===== config.mk =====
export PLATFORM = sky130hd
export DESIGN_NAME = pkt_dmux_n
export DESIGN_NICKNAME = d
export VERILOG_FILES = /design/src/rtl/pkt_dmux_pkg.sv /design/src/rtl/pkt_dmux_classify.sv /design/src/rtl/pkt_dmux_n.sv
export SDC_FILE = /design/constraint.sdc
export NUM_CORES = 1
export LEC_CHECK = 0
export CORE_MARGIN = 2
export CORE_UTILIZATION = 45
export DETAILED_ROUTE_END_ITERATION = 6
export PLACE_DENSITY = 0.73
export RECOVER_POWER = 25
export SYNTH_ARGS = -nofsm -noshare
export SYNTH_HDL_FRONTEND = slang
export SYNTH_SLANG_ARGS = --single-unit

===== constraint.sdc =====
create_clock -name clk -period 9.8 [get_ports clk]
set_clock_uncertainty 0.1 [all_clocks]
set_input_delay 2.45 -clock clk [delete_from_list [all_inputs] [get_ports clk]]
set_output_delay 2.45 -clock clk [all_outputs]
set_load 0.02 [all_outputs]

===== src/rtl/pkt_dmux_pkg.sv =====
// Shared definitions for the UM packet-bus demultiplexer: tags, FSM states and
// header field offsets.
package pkt_dmux_pkg;

    localparam int WORD_W = 134;

    localparam logic [1:0] TAG_HEAD = 2'b01;
    localparam logic [1:0] TAG_MID  = 2'b11;
    localparam logic [1:0] TAG_TAIL = 2'b10;

    localparam int TAG_HI   = 133;
    localparam int TAG_LO   = 132;
    localparam int DMAC_HI  = 127;
    localparam int DMAC_LO  = 80;
    localparam int ETYPE_HI = 31;
    localparam int ETYPE_LO = 16;
    localparam int PTYPE_HI = 15;
    localparam int PTYPE_LO = 0;

    localparam logic [47:0] BCAST_MAC = 48'hFFFF_FFFF_FFFF;

    // PTP message types that a switch terminates locally when addressed to it.
    localparam int NUM_PTP_UNI = 2;
    localparam logic [NUM_PTP_UNI-1:0][15:0] PTP_UNI_TYPES = {16'h0401, 16'h0301};

    typedef enum logic [2:0] {
        ST_IDLE,
        ST_WAIT_HDR,
        ST_STREAM,
        ST_FLUSH,
        ST_DROP
    } state_t;

    function automatic logic is_ptp_uni(input logic [15:0] ptype);
        logic hit;
        hit = 1'b0;
        for (int k = 0; k < NUM_PTP_UNI; k++) begin
            if (ptype == PTP_UNI_TYPES[k]) hit = 1'b1;
        end
        return hit;
    endfunction

endpackage


===== src/rtl/pkt_dmux_classify.sv =====
// Combinational destination lookup: PTP handling by device role, otherwise the
// lowest-index enabled ethertype rule, otherwise the default mask.
module pkt_dmux_classify
    import pkt_dmux_pkg::*;
#(
    parameter int          NUM_OUT   = 4,
    parameter int          NUM_RULES = 4,
    parameter logic [15:0] PTP_ETYPE = 16'h88F7
) (
    input  logic [47:0]                  i_dmac,
    input  logic [15:0]                  i_etype,
    input  logic [15:0]                  i_ptype,
    input  logic [47:0]                  i_device_mac,
    input  logic [1:0]                   i_device_role,
    input  logic [NUM_OUT-1:0]           i_cfg_fwd_mask,
    input  logic [NUM_OUT-1:0]           i_cfg_dflt_mask,
    input  logic [NUM_RULES-1:0]         i_cfg_rule_en,
    input  logic [16*NUM_RULES-1:0]      i_cfg_rule_etype,
    input  logic [NUM_OUT*NUM_RULES-1:0] i_cfg_rule_mask,
    output logic [NUM_OUT-1:0]           o_mask
);

    localparam logic [NUM_OUT-1:0] LOCAL_CH = {{(NUM_OUT-1){1'b0}}, 1'b1};

    logic               w_is_ptp;
    logic               w_to_me;
    logic               w_bcast;
    logic [NUM_OUT-1:0] w_fwd;
    logic [NUM_OUT-1:0] w_rule_mask;

    assign w_is_ptp = (i_etype == PTP_ETYPE);
    assign w_to_me  = (i_dmac == i_device_mac);
    assign w_bcast  = (i_dmac == BCAST_MAC);
    assign w_fwd    = i_cfg_fwd_mask & ~LOCAL_CH;

    // Scan from the top so the lowest-index matching rule is the last writer.
    always_comb begin
        w_rule_mask = i_cfg_dflt_mask;
        for (int r = NUM_RULES - 1; r >= 0; r--) begin
            if (i_cfg_rule_en[r] && (i_cfg_rule_etype[16*r +: 16] == i_etype)) begin
                w_rule_mask = i_cfg_rule_mask[NUM_OUT*r +: NUM_OUT];
            end
        end
    end

    always_comb begin
        o_mask = w_rule_mask;
        if (w_is_ptp && i_device_role[1]) begin
            if (w_to_me && is_ptp_uni(i_ptype)) begin
                o_mask = LOCAL_CH;
            end else if (w_bcast) begin
                o_mask = i_device_role[0] ? '0 : (LOCAL_CH | w_fwd);
            end else begin
                o_mask = w_fwd;
            end
        end else if (w_is_ptp) begin
            o_mask = (w_to_me || w_bcast) ? LOCAL_CH : '0;
        end
    end

endmodule


===== src/rtl/pkt_dmux_n.sv =====
// N-way UM packet demultiplexer: holds metadata until word 1 is classified,
// then streams the packet one word behind the input to a channel bitmask.
module pkt_dmux_n
    import pkt_dmux_pkg::*;
#(
    parameter int          NUM_OUT   = 4,
    parameter int          NUM_RULES = 4,
    parameter logic [15:0] PTP_ETYPE = 16'h88F7
) (
    input  logic                         clk,
    input  logic                         rst,
    input  logic                         in_data_wr,
    input  logic [WORD_W-1:0]            in_data,
    output logic                         in_ready,
    output logic [WORD_W-1:0]            out_data,
    output logic [NUM_OUT-1:0]           out_data_wr,
    output logic                         out_valid,
    output logic [NUM_OUT-1:0]           out_valid_wr,
    input  logic [NUM_OUT-1:0]           out_alf,
    input  logic [47:0]                  device_mac,
    input  logic [1:0]                   device_role,
    input  logic [NUM_OUT-1:0]           cfg_fwd_mask,
    input  logic [NUM_OUT-1:0]           cfg_dflt_mask,
    input  logic [NUM_RULES-1:0]         cfg_rule_en,
    input  logic [16*NUM_RULES-1:0]      cfg_rule_etype,
    input  logic [NUM_OUT*NUM_RULES-1:0] cfg_rule_mask,
    output logic [32*NUM_OUT-1:0]        cnt_pkt,
    output logic [31:0]                  cnt_drop,
    output logic [15:0]                  cnt_abort
);

    function automatic logic [31:0] sat_inc32(input logic [31:0] v);
        return (&v) ? v : v + 32'd1;
    endfunction

    function automatic logic [15:0] sat_inc16(input logic [15:0] v);
        return (&v) ? v : v + 16'd1;
    endfunction

    state_t              r_state;
    state_t              w_state_nxt;
    logic [WORD_W-1:0]   r_meta;
    logic [WORD_W-1:0]   r_dly_p1;
    logic [NUM_OUT-1:0]  r_mask;
    logic [WORD_W-1:0]   r_out_data;
    logic [NUM_OUT-1:0]  r_out_data_wr;
    logic [NUM_OUT-1:0]  r_out_valid_wr;
    logic                r_out_valid;
    logic                r_in_ready;
    logic [31:0]         r_cnt_drop;
    logic [15:0]         r_cnt_abort;

    logic [WORD_W-1:0]   w_meta_nxt;
    logic [WORD_W-1:0]   w_dly_nxt;
    logic [NUM_OUT-1:0]  w_mask_nxt;
    logic [WORD_W-1:0]   w_out_data_nxt;
    logic [NUM_OUT-1:0]  w_out_data_wr_nxt;
    logic [NUM_OUT-1:0]  w_out_valid_wr_nxt;
    logic                w_out_valid_nxt;
    logic                w_in_ready_nxt;
    logic                w_pkt_inc;
    logic                w_drop_inc;
    logic                w_abort_inc;

    logic [1:0]          w_tag;
    logic                w_head;
    logic                w_tail;
    logic [NUM_OUT-1:0]  w_cls_mask;

    assign w_tag  = in_data[TAG_HI:TAG_LO];
    assign w_head = in_data_wr && (w_tag == TAG_HEAD);
    assign w_tail = in_data_wr && (w_tag == TAG_TAIL);

    pkt_dmux_classify #(
        .NUM_OUT   (NUM_OUT),
        .NUM_RULES (NUM_RULES),
        .PTP_ETYPE (PTP_ETYPE)
    ) u_classify (
        .i_dmac           (in_data[DMAC_HI:DMAC_LO]),
        .i_etype          (in_data[ETYPE_HI:ETYPE_LO]),
        .i_ptype          (in_data[PTYPE_HI:PTYPE_LO]),
        .i_device_mac     (device_mac),
        .i_device_role    (device_role),
        .i_cfg_fwd_mask   (cfg_fwd_mask),
        .i_cfg_dflt_mask  (cfg_dflt_mask),
        .i_cfg_rule_en    (cfg_rule_en),
        .i_cfg_rule_etype (cfg_rule_etype),
        .i_cfg_rule_mask  (cfg_rule_mask),
        .o_mask           (w_cls_mask)
    );

    always_ff @(posedge clk) begin
        if (rst) r_state <= ST_IDLE;
        else     r_state <= w_state_nxt;
    end

    always_comb begin
        w_state_nxt = r_state;
        case (r_state)
            ST_IDLE: begin
                if (w_head) w_state_nxt = ST_WAIT_HDR;
            end
            ST_WAIT_HDR: begin
                if (in_data_wr && !w_head) begin
                    if (w_cls_mask == '0) w_state_nxt = w_tail ? ST_IDLE : ST_DROP;
                    else                  w_state_nxt = w_tail ? ST_FLUSH : ST_STREAM;
                end
            end
            ST_STREAM: begin
                if (w_head)      w_state_nxt = ST_WAIT_HDR;
                else if (w_tail) w_state_nxt = ST_FLUSH;
            end
            ST_FLUSH: begin
                w_state_nxt = w_head ? ST_WAIT_HDR : ST_IDLE;
            end
            ST_DROP: begin
                if (w_head)      w_state_nxt = ST_WAIT_HDR;
                else if (w_tail) w_state_nxt = ST_IDLE;
            end
            default: w_state_nxt = ST_IDLE;
        endcase
    end

    always_comb begin
        w_meta_nxt         = r_meta;
        w_dly_nxt          = r_dly_p1;
        w_mask_nxt         = r_mask;
        w_out_data_nxt     = r_out_data;
        w_out_data_wr_nxt  = '0;
        w_out_valid_wr_nxt = '0;
        w_out_valid_nxt    = 1'b0;
        w_pkt_inc          = 1'b0;
        w_drop_inc         = 1'b0;
        w_abort_inc        = 1'b0;
        case (r_state)
            ST_IDLE, ST_DROP: begin
                if (w_head) w_meta_nxt = in_data;
            end
            ST_WAIT_HDR: begin
                if (w_head) begin
                    w_meta_nxt = in_data;
                end else if (in_data_wr) begin
                    if (w_cls_mask == '0) begin
                        w_drop_inc = 1'b1;
                    end else begin
                        w_out_data_nxt    = r_meta;
                        w_out_data_wr_nxt = w_cls_mask;
                        w_mask_nxt        = w_cls_mask;
                        w_dly_nxt         = in_data;
                    end
                end
            end
            ST_STREAM: begin
                if (w_head) begin
                    // Close the truncated packet downstream as a discarded tail.
                    w_out_data_nxt     = {TAG_TAIL, r_dly_p1[TAG_LO-1:0]};
                    w_out_data_wr_nxt  = r_mask;
                    w_out_valid_wr_nxt = r_mask;
                    w_meta_nxt         = in_data;
                    w_abort_inc        = 1'b1;
                end else if (in_data_wr) begin
                    w_out_data_nxt    = r_dly_p1;
                    w_out_data_wr_nxt = r_mask;
                    w_dly_nxt         = in_data;
                end
            end
            ST_FLUSH: begin
                w_out_data_nxt     = r_dly_p1;
                w_out_data_wr_nxt  = r_mask;
                w_out_valid_wr_nxt = r_mask;
                w_out_valid_nxt    = 1'b1;
                w_pkt_inc          = 1'b1;
                if (w_head) w_meta_nxt = in_data;
            end
            default: ;
        endcase
    end

    // Ready is registered, so it looks at the state and mask being entered.
    always_comb begin
        case (w_state_nxt)
            ST_STREAM, ST_FLUSH: w_in_ready_nxt = ~|(out_alf & w_mask_nxt);
            ST_DROP:             w_in_ready_nxt = 1'b1;
            default:             w_in_ready_nxt = ~|out_alf;
        endcase
    end

    always_ff @(posedge clk) begin
        if (rst) begin
            r_meta         <= '0;
            r_dly_p1       <= '0;
            r_mask         <= '0;
            r_out_data     <= '0;
            r_out_data_wr  <= '0;
            r_out_valid_wr <= '0;
            r_out_valid    <= 1'b0;
            r_in_ready     <= 1'b0;
            r_cnt_drop     <= '0;
            r_cnt_abort    <= '0;
        end else begin
            r_meta         <= w_meta_nxt;
            r_dly_p1       <= w_dly_nxt;
            r_mask         <= w_mask_nxt;
            r_out_data     <= w_out_data_nxt;
            r_out_data_wr  <= w_out_data_wr_nxt;
            r_out_valid_wr <= w_out_valid_wr_nxt;
            r_out_valid    <= w_out_valid_nxt;
            r_in_ready     <= w_in_ready_nxt;
            if (w_drop_inc)  r_cnt_drop  <= sat_inc32(r_cnt_drop);
            if (w_abort_inc) r_cnt_abort <= sat_inc16(r_cnt_abort);
        end
    end

    for (genvar g = 0; g < NUM_OUT; g++) begin : g_cnt
        logic [31:0] r_cnt;
        always_ff @(posedge clk) begin
            if (rst)                       r_cnt <= '0;
            else if (w_pkt_inc && r_mask[g]) r_cnt <= sat_inc32(r_cnt);
        end
        assign cnt_pkt[32*g +: 32] = r_cnt;
    end

    assign in_ready     = r_in_ready;
    assign out_data     = r_out_data;
    assign out_data_wr  = r_out_data_wr;
    assign out_valid    = r_out_valid;
    assign out_valid_wr = r_out_valid_wr;
    assign cnt_drop     = r_cnt_drop;
    assign cnt_abort    = r_cnt_abort;

endmodule


==> results of run 1 <==
-- placed cells by master, fill, tap and decap left out, types with 84 or more instances in the layout --
cell,count
a21oi_1,328
clkdlybuf4s50_1,502
nand2_1,364
dlygate4sd3_1,98
nand3_1,197
mux2i_1,138
nor3_1,166
dfxtp_1,595
nor2_1,168
nand4_1,84
o21ai_0,109
xnor2_1,143
-- Yosys cell counts (47+ instances only) --
library cell / instances / area [sq um]
a211oi_1: 66 / 495
a211oi_2: 70 / 876
a21oi_1: 330 / 1650
buf_2: 47 / 235
clkbuf_1: 183 / 687
dfxtp_1: 595 / 11900
mux2i_1: 138 / 1380
nand2_1: 364 / 1370
nand3_1: 197 / 986
nand4_1: 84 / 526
nor2_1: 168 / 631
nor3_1: 168 / 841
o21ai_0: 109 / 546
o21ai_1: 73 / 365
or3_1: 48 / 300
xnor2_1: 143 / 1250
xor2_1: 79 / 692
-- state kept, by name, indices dropped and copies added, names as in the netlist --
name	cells
out_data	134
r_dly_p1	134
r_meta	134
g_cnt.r_cnt	128
cnt_drop	32
cnt_abort	16
out_data_wr	4
out_valid_wr	4
r_mask	4
r_state	3
in_ready	1
out_valid	1
-- metal layers --
metal,wire (microns),vias up,GRT usage [%],share of wire (%)
met5,81,-,0,0.090
met4,3390,12,10.6,3.8
met3,8410,190,7.79,9.3
met2,42800,934,47.3,47
met1,35600,11800,33.9,39
li1,-,11900,-,-
-- cell families after synthesis --
family | synth area share (%)
AO/OA/AOI/OAI | 16.8
multiplexers | 5.47
flip-flops | 44.6
adder cells (fa/ha/maj) | 0.281
AND/OR/NAND/NOR | 21.1
buffers and inverters | 4.45
XOR/XNOR | 7.28
-- critical path, stage by stage --
cell,delay (ps)
clkdlybuf4s50_1,830
or4b_4,560
nor4_1,970
and2_1,280
a21o_1,90
a31o_1,110
a21oi_2,70
nor4_4,280
buf_4,280
a21o_4,790
buf_12,390
nand3_1,120
a21oi_1,190
-- worst paths after layout --
| check | startpoint | end | slack (ps) | depth (start not counted) |
|---|---|---|---|---|
| min reg2reg | r_meta[75] | r_meta[75] | 350 | 2 |
| max reg2reg | r_state[1] | r_meta[87] | 3170 | 6 |
| min | r_meta[75] | r_meta[75] | 350 | 2 |
| max | in_data[27] | r_dly_p1[79] | 2740 | 13 |
-- power groups by stage --
stage	sequential (mW)	clock, mW	combinational, mW
6_report	2.50	2.41	0.522
5_1_grt	2.51	2.55	0.556
4_1_cts	2.50	2.45	0.524
3_5_place_dp	2.56	0	0.521
3_3_place_gp	2.55	0	0.516
2_1_floorplan	2.58	0	0.240
-- through the flow --
step                hold slack [ps]  total power, mW  setup slack [ps]
global route                    367             5.61              2480
floorplan                       336             2.82              4130
CTS                             354             5.48              2950
detailed placement              346             3.08              2350
global placement                340             3.07              2390
finish                          352             5.43              2740
-- layout make-up --
type / instances / area, sq um / area share [%]
inverter: 39 / 146 / 0.418
timing repair buffer: 622 / 6240 / 17.8
multi-input combinational: 2243 / 13700 / 39.0
antenna: 5 / 12.5 / 0.0357
clock buffer: 89 / 1790 / 5.12
sequential: 595 / 11900 / 34.0
tap: 773 / 967 / 2.76
clock inverter: 23 / 307 / 0.875
==> run metrics, run 1 <==
share of layout cells above drive strength 1 6.09%; failing checks capacitance limit, slew limit; Filler Cell Count 5277; top_reg_cell synth dfxtp_1; die area 61300 sq um; Residual DRC 0; Sw Pwr 1.28 mW; Post-DP Area 32900 sq um; Synth Net Count 3408; dpl cells 4272; max_cap viols 4; syn avg cell area 8.56 sq um; remaining antenna violation count 0; Slew headroom -137%; post-synth cell types 73; CTS tree yes; crit end category flop; dpl hpwl 60400 microns; via-per-instance ratio 5.67; mapped cell area 26700 sq um; slew at the pin with the worst max-slew slack 3560 ps; Crit Path Class in2reg; internal power 4.15 mW; worst hold path type reg2reg; total clock sinks 595; clk buf depth 3; vias in the first global route 23600; Worst-Skew Late Latency 610 ps; clock share of power 44.3%; Max Fclk 142 MHz; final instance area 35000 sq um; asr flop ratio synth 0%; status finished, violations left; sequential power share 46.1%; Hold Buf Count CTS 0; GRT Util Overall 28.0%; non-filler cells, final 4389; element type at the critical path start primary input; largest net degree at the start of global routing 226; Slew Limit Fails 186; CP required 10220 ps; Switching Share 23.5%; gr ovfl total 0; final core occ 59.6%; Final period util 72.1%; PortBufs 601; Vias 24900; #FFs+latches synth 595; critical path arrival 7490 ps; Syn. warnings 0; # IOs 603; Static Leak 11.4 nW; first-pass GRT wire length 136000 microns; Tmin final 7060 ps; number of flops mapped to enable cells by yosys 0; setup tns final 0 ps; Mapped Cells 3119; Core Box Area 58800 sq um; Die W 248 microns; RSZ-0062 raised after global routing false; post_cts resized 0; Setup Viol. Count Final 0; area grow syn2layout 31.2%; wire per inst 20.6 microns; Initial Util 45.4%; RePlAce Congestion 0.917; Power Density 155 nW/um^2; Starting DRT DRC Count 1791; root buf cell clkbuf_16; H-tree depth 2; Initial DRT Pass Iterations 5; cts bufs inserted 60; Die Span Y 248 microns; Logic pwr share 9.6%; maximum VDD drop 0.000127 V; routed wire length 90300 microns; initial antenna violation count 12; Layout Nets 3850; post-CTS repair timing setup buffer count 0; Row Count 89; final hold vios 0; sequential fraction of the synthesis area 44.6%; CTS clk-pin slew, worst paths 60 ps; worst-path fanout max 75
Power figures use the tool's default switching activity.
==> inputs of run 2 (changes only) <==
--- a/config.mk
+++ b/config.mk
@@ -8,7 +8,7 @@
 export CORE_MARGIN = 2
 export CORE_UTILIZATION = 45
 export DETAILED_ROUTE_END_ITERATION = 6
-export PLACE_DENSITY = 0.73
+export PLACE_DENSITY = 0.76
 export RECOVER_POWER = 25
 export SYNTH_ARGS = -nofsm -noshare
 export SYNTH_HDL_FRONTEND = slang
==> constraint.sdc (replaced) <==
create_clock -name clk -period 6.05 [get_ports clk]
set_clock_uncertainty 0.1 [all_clocks]
set_input_delay 1.5125 -clock clk [delete_from_list [all_inputs] [get_ports clk]]
set_output_delay 1.5125 -clock clk [all_outputs]
set_load 0.02 [all_outputs]
==> run metrics, run 2 (synthesis gave the netlist of run 1 again) <==
status finished, violations left (unchanged); failing checks capacitance limit, slew limit (unchanged); vias in the first global route 23500 (was 23600); die area 61300 sq um (unchanged); cells along the critical path clkdlybuf4s50_1 > xnor2_1 > nand4_1 > nor4_1 > buf_4 > nand3_1 > o221ai_1 > o211a_1 > nor4_4 > buf_4 > a21oi_4 > buf_12 > o21ai_1 > a21oi_1 (was clkdlybuf4s50_1 > or4b_4 > nor4_1 > and2_1 > a21o_1 > a31o_1 > a21oi_2 > nor4_4 > buf_4 > a21o_4 > buf_12 > nand3_1 > a21oi_1); cts bufs inserted 61 (was 60); remaining antenna violation count 0 (unchanged); Initial DRT Pass Iterations 7 (was 5); post-CTS repair timing setup buffer count 0 (unchanged); Slew Limit Fails 285 (was 186); first-pass GRT wire length 136000 microns (about the same); post_cts resized 0 (unchanged); Starting DRT DRC Count 2018 (was 1791); Initial Util 45.4% (unchanged); final hold vios 0 (unchanged); RePlAce Congestion 0.926 (was 0.917); Static Leak 11.7 nW (was 11.4 nW); Hold Buf Count CTS 0 (unchanged); setup tns final 0 ps (unchanged); dpl hpwl 61300 microns (was 60400 microns); Residual DRC 0 (unchanged); Power Density 246 nW/um^2 (was 155 nW/um^2); CP required 6430 ps (was 10220 ps); clk buf depth 3 (unchanged); most frequent cells in the layout dfxtp_1 (594), clkdlybuf4s50_1 (478), nand2_1 (364) (was dfxtp_1 (595), clkdlybuf4s50_1 (502), nand2_1 (364)); H-tree depth 2 (unchanged); CP max stage cell nor4_1 (unchanged); Crit path top cell by count buf_4; area grow syn2layout 32.7% (was 31.2%); CP Launch Point in_data[94] (was in_data[27]); worst-path fanout max 56 (was 75); via-per-instance ratio 5.71 (was 5.67); slew at the pin with the worst max-slew slack 3400 ps (was 3560 ps); Hold Startpoint r_meta[53] (was r_meta[75]); largest net degree at the start of global routing 162 (was 226); Row Count 89 (unchanged); Slew headroom -127% (was -137%); PortBufs 601 (unchanged); total clock sinks 595 (unchanged); Vias 25300 (was 24900); gr ovfl total 0 (unchanged); crit end category flop (unchanged); # IOs 603 (unchanged); Layout Nets 3892 (was 3850); share of layout cells above drive strength 1 7.07% (was 6.09%); critical path arrival 6070 ps (was 7490 ps); root buf cell clkbuf_16 (unchanged); commonest non-fill, non-tap cell in the layout dfxtp_1 (unchanged); maximum VDD drop 0.000238 V (was 0.000127 V); Worst-Skew Late Latency 630 ps (was 610 ps); RSZ-0062 raised after global routing false (unchanged); final core occ 60.3% (was 59.6%); Final period util 93.9%; CTS tree yes (unchanged); R2R Path Start r_state[1] (unchanged); Tmin final 5680 ps; CTS clk-pin slew, worst paths 60 ps (about the same); initial antenna violation count 9 (was 12); Crit Path Class in2reg (unchanged); max_cap viols 2 (was 4); Core Box Area 58800 sq um (unchanged); Worst path max stage delay 730 ps (was 970 ps); Die Span Y 248 microns (unchanged); element type at the critical path start primary input (unchanged); GRT Util Overall 28.0% (about the same); routed wire length 90200 microns (was 90300 microns); wire per inst 20.4 microns (was 20.6 microns); Die W 248 microns (unchanged); Setup Viol. Count Final 0 (unchanged); Max Fclk 176 MHz; worst hold path type reg2reg (unchanged)
[run 2: final timing paths]
path	endpoint	depth (start not counted)	slack (ps)
setup / recovery	r_dly_p1[55]	14	370
hold / removal	r_meta[53]	2	350
setup reg to reg	g_cnt[3].r_cnt[27]	10	1860
hold reg to reg	r_meta[53]	2	350
[run 2: worst max-delay path: cells and delay by family]
kind | cells | cell delay (ps)
xor gates and xnor gates | 1 | 550
and+or+nand+nor | 4 | 1090
AOI/OAI and AO/OA | 5 | 1370
buffers and inverters | 4 | 1440
[run 2: metal layers]
metal  vias to the layer above  GRT usage [%]  share of wire [%]
met5                         -              0               0.11
met2                       979           46.1                 47
met3                       213           8.37                9.7
met4                        14           11.7                4.4
li1                      12000              -                  -
met1                     12000           34.1                 39
[run 2: power breakdown]
part           internal (mW)  switching, mW  leakage [nW]
Clock                   2.23           1.57          1.01
Combinational          0.398          0.466          5.86
Sequential              4.01         0.0507          4.81
[run 2: metrics by stage]
step | worst slack [ps] | instances | power, mW | hold WS [ps] | cell area [sq um]
floorplan | 1310 | 3119 | 4.56 | 336 | 26700
global placement | 158 | 4313 | 4.99 | 341 | 33400
detailed placement | 74.7 | 4313 | 5.00 | 346 | 33400
CTS | 729 | 4422 | 8.78 | 354 | 35400
global route | 236 | 4423 | 9.01 | 368 | 35400
finish | 366 | 4424 | 8.72 | 352 | 35400
[run 2: area by class of cell]
type | instances | area [sq um]
Sequential cell | 595 | 11900
Tap cell | 773 | 967
Clock inverter | 18 | 223
Timing Repair Buffer | 663 | 6700
Antenna cell | 2 | 5.00
Multi-Input combinational cell | 2243 | 13700
Inverter | 39 | 146
Fill cell | 5102 | 23400
Clock buffer | 91 | 1810
